[src/rtl/fetch_pkg.sv]
// rtl/fetch_pkg.sv - shared constants and next-PC source encoding for the fetch stage
package fetch_pkg;

  localparam logic [6:0]  OPC_BRANCH       = 7'b1100011;
  localparam logic [31:0] DEFAULT_RESET_PC = 32'h0000_0000;

  typedef enum logic [2:0] {
    NPC_HOLD,
    NPC_RECOVER,
    NPC_PEND,
    NPC_PRED,
    NPC_SEQ
  } npc_sel_t;

endpackage

[src/rtl/sat_counter.sv]
// rtl/sat_counter.sv - saturating up-counter, sticks at all-ones
module sat_counter #(
  parameter int WIDTH = 32
) (
  input  logic             clk,
  input  logic             rst,
  input  logic             inc,
  output logic [WIDTH-1:0] count
);

  logic [WIDTH-1:0] r_count;

  always_ff @(posedge clk or negedge rst) begin
    if (!rst) begin
      r_count <= '0;
    end else if (inc && (r_count != {WIDTH{1'b1}})) begin
      r_count <= r_count + {{(WIDTH-1){1'b0}}, 1'b1};
    end
  end

  assign count = r_count;

endmodule

[src/rtl/fetch_pc_unit.sv]
// rtl/fetch_pc_unit.sv - fetch-stage next-PC generator with one-entry pending redirect
// Optional statistics counters are built when FETCH_PC_STATS_EN is defined.
module fetch_pc_unit
  import fetch_pkg::*;
#(
  parameter int                    DATA_WIDTH = 32,
  parameter logic [DATA_WIDTH-1:0] RESET_PC   = DATA_WIDTH'(DEFAULT_RESET_PC),
  parameter int                    CNT_WIDTH  = 32
) (
  input  logic                  clk,
  input  logic                  rst,
  input  logic                  miss,
  input  logic                  load_use_flag,
  input  logic                  branch_F,
  input  logic                  prediction_F,
  input  logic [DATA_WIDTH-1:0] label_F,
  input  logic                  branch_M,
  input  logic                  pcsrc_M,
  input  logic [DATA_WIDTH-1:0] pc_branch_M,
  input  logic                  correct_M,
  input  logic                  error_M,
  input  logic [DATA_WIDTH-1:0] new_label_M,
  output logic [DATA_WIDTH-1:0] pc,
  output logic [DATA_WIDTH-1:0] pc_plus4,
  output logic                  redirect,
  output logic [CNT_WIDTH-1:0]  branch_cnt,
  output logic [CNT_WIDTH-1:0]  mispredict_cnt
);

  localparam logic [DATA_WIDTH-1:0] ALIGN_MASK = ~{{(DATA_WIDTH-2){1'b0}}, 2'b11};
  localparam logic [DATA_WIDTH-1:0] PC_STEP    = DATA_WIDTH'(4);

  logic [DATA_WIDTH-1:0] r_pc;
  logic                  r_pend_valid;
  logic [DATA_WIDTH-1:0] r_pend_pc;

  logic                  w_stall;
  logic                  w_live;
  logic [DATA_WIDTH-1:0] w_live_pc;
  logic [DATA_WIDTH-1:0] w_pc_plus4;
  logic [DATA_WIDTH-1:0] w_npc;
  npc_sel_t              w_sel;

  assign w_stall    = miss | load_use_flag;
  // A predicted-taken-but-not-taken recovery outranks a taken-but-mispredicted one.
  assign w_live     = error_M | (pcsrc_M & ~correct_M);
  assign w_live_pc  = (error_M ? new_label_M : pc_branch_M) & ALIGN_MASK;
  assign w_pc_plus4 = r_pc + PC_STEP;

  always_comb begin
    w_sel = NPC_SEQ;
    if (w_stall) begin
      w_sel = NPC_HOLD;
    end else if (w_live) begin
      w_sel = NPC_RECOVER;
    end else if (r_pend_valid) begin
      w_sel = NPC_PEND;
    end else if (branch_F && prediction_F) begin
      w_sel = NPC_PRED;
    end
  end

  always_comb begin
    w_npc = w_pc_plus4;
    case (w_sel)
      NPC_HOLD:    w_npc = r_pc;
      NPC_RECOVER: w_npc = w_live_pc;
      NPC_PEND:    w_npc = r_pend_pc;
      NPC_PRED:    w_npc = label_F & ALIGN_MASK;
      NPC_SEQ:     w_npc = w_pc_plus4;
      default:     w_npc = w_pc_plus4;
    endcase
  end

  always_ff @(posedge clk or negedge rst) begin
    if (!rst) begin
      r_pc <= RESET_PC;
    end else begin
      r_pc <= w_npc;
    end
  end

  // Any unstalled cycle consumes the buffer, either directly or because a live recovery supersedes it.
  always_ff @(posedge clk or negedge rst) begin
    if (!rst) begin
      r_pend_valid <= 1'b0;
      r_pend_pc    <= '0;
    end else if (w_stall && w_live) begin
      r_pend_valid <= 1'b1;
      r_pend_pc    <= w_live_pc;
    end else if (!w_stall) begin
      r_pend_valid <= 1'b0;
    end
  end

  assign pc       = r_pc;
  assign pc_plus4 = w_pc_plus4;
  assign redirect = ~w_stall & (w_live | r_pend_valid);

`ifdef FETCH_PC_STATS_EN
  sat_counter #(.WIDTH(CNT_WIDTH)) u_branch_cnt (
    .clk   (clk),
    .rst   (rst),
    .inc   (branch_M & ~miss),
    .count (branch_cnt)
  );

  sat_counter #(.WIDTH(CNT_WIDTH)) u_mispredict_cnt (
    .clk   (clk),
    .rst   (rst),
    .inc   (w_live & ~miss),
    .count (mispredict_cnt)
  );
`else
  logic w_unused_stats;
  assign w_unused_stats = branch_M;
  assign branch_cnt     = '0;
  assign mispredict_cnt = '0;
`endif

endmodule

[config.mk]
export PLATFORM = sky130hd
export DESIGN_NAME = fetch_pc_unit
export DESIGN_NICKNAME = d
export VERILOG_FILES = /design/src/rtl/fetch_pkg.sv /design/src/rtl/sat_counter.sv /design/src/rtl/fetch_pc_unit.sv
export SDC_FILE = /design/constraint.sdc
export NUM_CORES = 1
export LEC_CHECK = 0
export CAP_MARGIN = 15
export CELL_PAD_IN_SITES_DETAIL_PLACEMENT = 0
export CELL_PAD_IN_SITES_GLOBAL_PLACEMENT = 1
export CORE_AREA = 3 3 126 128
export CTS_CLUSTER_SIZE = 14
export DETAILED_ROUTE_END_ITERATION = 10
export DIE_AREA = 0 0 129 131
export PLACE_DENSITY = 0.88
export SETUP_SLACK_MARGIN = 0.15
export SYNTH_ARGS = -nofsm -noshare
export SYNTH_HDL_FRONTEND = slang
export SYNTH_SLANG_ARGS = --single-unit
[constraint.sdc]
create_clock -name clk -period 5.1 [get_ports clk]
set_input_delay 0.51 -clock clk [delete_from_list [all_inputs] [get_ports clk]]
set_output_delay 0.51 -clock clk [all_outputs]
set_load 0.01 [all_outputs]
# Word-level counts from Yosys, hierarchy flattened
# Cells that the tools add are included.
# op_classes
n_addsub	1
n_eq_ne	4
muxes	8
n_bitwise	7
n_reduce_logical	3
# ops
cell	n
$pmux W32 S4	1
$add A32 B3 Y32 const B	1
$mux W32	1
$mux W3	4
$eq A3 B2 Y1 const B	2
$eq A3 B1 Y1 const B	1
$logic_not A3 Y1	1
$or A1 B1 Y1	3
$and A1 B1 Y1	2
$logic_and A1 B1 Y1	2
$mux W1	2
$ne A2 B1 Y1 const B	1
$not A1 Y1	2
# word_totals
register_bits	63
inputBits	106
output_inout_bits	129
wordCells	26

# Depth between registers and ports, before layout
# depth
depth_word	7
depth_mapped	7
ltp_nobuf	6

# Worst setup path after synthesis
# Ideal clock, no wire load.
# synth_path
path_kind	flip-flop to output port
start	register r_pc[2] (netlist: pc[2])
end	output port pc_plus4[26]
arrival_time_ps	1777
t_required_ps	4590
setup_slack_ps	2813
stages_incl_launch_ff	6
path_buffers	0
path_cell_list	dfrtp_1 -> ha_1 -> nand3_2 -> nor4_4 -> nand4_1 -> xnor2_1
# synth_via
elab_chain_len	1
# synth_rtl
item	line_no	rtl
from (decl)	fetch_pc_unit.sv:33	logic [DATA_WIDTH-1:0] r_pc;
from (signal assigned)	fetch_pc_unit.sv:79	r_pc <= w_npc;
$add A32 B3 Y32	fetch_pc_unit.sv:48	assign w_pc_plus4 = r_pc + PC_STEP;
to (decl)	fetch_pc_unit.sv:24	output logic [DATA_WIDTH-1:0] pc_plus4,
# Every way passes these cells.

# Final worst setup path
# Ends and elaborated chain as after synthesis.

==> results.md <==
* Crit path DAT at 2.88 ns
* Reg2Reg Depth at 5
* Die W at 129 um
* GRT Residual Overflow at 0
* Worst Path Required at 4.59 ns
* Final non-filler cell total at 878
* Antenna Violating Nets Remaining at 0
* Core area at 15,000 sq um
* Reg-to-reg critical path startpoint: r_pend_valid$_DFFE_PN0P_
* Cell count after placement at 862
* Post-Syn Instances at 541
* Setup crit end: pc_plus4[26]
* DRT Pass-1 Iters at 4
* Antenna violations before repair at 0
* Number of flops mapped to enable cells by yosys at 0
* Highest achievable clock rate at 0.295 GHz
* Antenna Diode Count at 0
* Clock latency on the worst-skew pair at 0.33 ns
* Seq/Total Area, Yosys at 33.3%
* H-tree levels at 3
* Initial Utilization at 30.6%
* RSZ-0062 raised after global routing: no
* #FFs+latches synth at 61
* Ys Warns at 0
* Rows at 45
* Port buffer count at 159
* Crit path kind: reg -> out
* Area share of the largest cell type after synthesis at 33.3%
* Setup TNS at 0 ns
* Filler instances at 1,520
* Overall Power at 1920 uW
* Final HPWL DP at 10,900 um
* Min Tclk post-route at 3.39 ns
* CP Capture Type: output pin
* RePlAce Congestion at 0.823
* Synth area leader: dfrtp_1
* Slew Viols, Final at 0
* Main area contributors after synthesis: dfrtp_1, buf_4, mux2i_1
* Most common cell after layout, fill and taps aside: clkdlybuf4s50_1
* First DRT Iteration DRCs at 336
* Synthesized area at 4590 sq um
* Clock Skews at 0.00679 ns
* Final Util at 42.5%
* Most used DFF post-synth: dfrtp_1
* Max_cap viols at 0
* Sink Count at 61
* CTS tree: yes
* Worst IR Drop VDD at 192 uV
* Die footprint at 16,900 sq um
* HP Class: in -> async
* GRT Util Overall at 16.2%
* Sw frac at 31.6%
* WL final at 14,200 um
* Number of setup buffers added after CTS at 0
* Top Ports at 235
* Vias per cell at 4.79
* Slew margin rel. at 25.2%
* Post-cts resize count at 0
* CP startpoint kind: flip-flop
* Mean Syn Cell Area at 8.48 sq um
* Outcome: complete, no violations
* Ys async rst share at 100%
* Largest net degree at the start of global routing at 62
* Post-route DRC at 0
* Worst r2r dst: pc[9]$_DFFE_PN0P_
* Die height at 131 um
* DR WL/cell at 16.2 um
* CTS root buf: clkbuf_16
* Net Sw Power at 608 uW
* Longest Clk Path Bufs at 2
* Final #Nets at 792
* Power share of the clock group at 32.7%
* Worst-margin pin slew at 1.12 ns
* Clock transition at path regs at 0.05 ns
* Most frequent cells in the layout: clkdlybuf4s50_1, nand2_1, conb_1
* Fin. Hold Viols at 0
* First-pass GRT wire length at 20,900 um
* Synth unique cells at 49
* Period utilisation layout at 66.5%
* Internal Power at 1320 uW
* Post-CTS Hold Fix Bufs at 0
* Comb pwr share at 32.5%
* Reg2Reg Setup Slack at 2.34 ns
* Via Count at 4,210
* Synth-to-layout area growth at 38.9%
* Via count of the first global-routing pass at 3,736
* Setup crit start: pc[2]$_DFFE_PN0P_
* Share of cells above drive strength 1 at 6.96%
* Reg power frac at 34.8%
* Setup-failing EPs final at 0
* Crit Path Max Fanout at 8
* Total CTS buffers at 9
* PwrDens at 302 nW/um^2
* Leakage at 0.00273 uW
==> worst max-delay path, stage by stage (launching register included) <==
cell	delay [ns]
dfrtp_1	0.48
ha_1	0.24
nand3_2	0.19
nor4_4	0.56
nand4_1	0.31
xnor2_1	0.22
clkdlybuf4s50_1	0.55
==> sequential cells by signal (all words and copies together), names as in the netlist <==
register / flops
pc: 30
r_pend_pc: 30
r_pend_valid: 1
==> kinds of logic after synthesis <==
| kind of cell | count (synthesis) | share of synthesized area (%) |
|---|---|---|
| muxes | 44 | 9.77 |
| and+or+nand+nor | 189 | 20.7 |
| xor gates and xnor gates | 28 | 5.35 |
| other | 1 | 0.0818 |
| DFF | 61 | 33.3 |
| buffers and inverters | 110 | 15.4 |
| adders and majority gates | 1 | 0.273 |
| AOI/OAI and AO/OA | 107 | 15.1 |
==> worst min-delay path by stage <==
stage                     cells past startpoint                 startpoint                         to
after floorplan                               0                        rst         pc[10]$_DFFE_PN0P_
after global placement                        2   r_pend_pc[9]$_DFFE_PN0P_   r_pend_pc[9]$_DFFE_PN0P_
after detailed placement                      2  r_pend_pc[25]$_DFFE_PN0P_  r_pend_pc[25]$_DFFE_PN0P_
after CTS                                     2                        rst  r_pend_pc[10]$_DFFE_PN0P_
after global routing                          2                        rst  r_pend_pc[10]$_DFFE_PN0P_
final                                         2                        rst  r_pend_pc[10]$_DFFE_PN0P_
==> metrics by stage <==
| stage | setup WS [ns] | cell area [sq um] | hold WS (ns) |
|---|---|---|---|
| 6_report | 1.71 | 6370 | 0.362 |
| 5_1_grt | 1.54 | 6370 | 0.426 |
| 4_1_cts | 1.68 | 6370 | 0.396 |
| 3_5_place_dp | 2.05 | 6060 | 0.463 |
| 3_3_place_gp | 2.03 | 6060 | 0.454 |
| 2_1_floorplan | 2.81 | 4840 | 0.214 |
==> synthesized netlist by cell type (all sizes together) (6+ instances only) <==
master    n
a31oi    10
nor3      7
nor4      6
mux2      6
o21ai    50
nand2    74
nor2     41
clkbuf   17
mux2i    38
nand3    20
xnor2    13
a22oi     8
dfrtp    61
buf      81
o2111ai   8
xor2     15
and3     13
nand4    13
inv      11
==> power by group through the flow <==
stage | Sequential, uW | Clock (uW) | Combinational [uW]
floorplan | 666 | 0 | 325
global placement | 672 | 0 | 623
detailed placement | 675 | 0 | 628
CTS | 667 | 642 | 630
global route | 684 | 661 | 685
finish | 669 | 628 | 626
==> area by class of cell <==
class / instances / area (sq um) / share of cell area, %
well taps: 188 / 235 / 3.69
inverters: 11 / 41.3 / 0.648
clock buffers: 12 / 267 / 4.19
multi-input cells: 437 / 2630 / 41.2
repair buffers: 165 / 1630 / 25.5
flip-flops and latches: 61 / 1530 / 24.0
clock inverters: 4 / 45.0 / 0.707
==> per-layer routing <==
| metal | wire length (um) | GRT usage, % | up-vias |
|---|---|---|---|
| met2 | 6580 | 25.8 | 181 |
| met5 | 0 | 0 | - |
| met4 | 185 | 5.56 | 0 |
| met1 | 6270 | 21.5 | 1953 |
| li1 | - | - | 2063 |
| met3 | 1150 | 3.90 | 13 |
(Power assumes the default switching activity.)
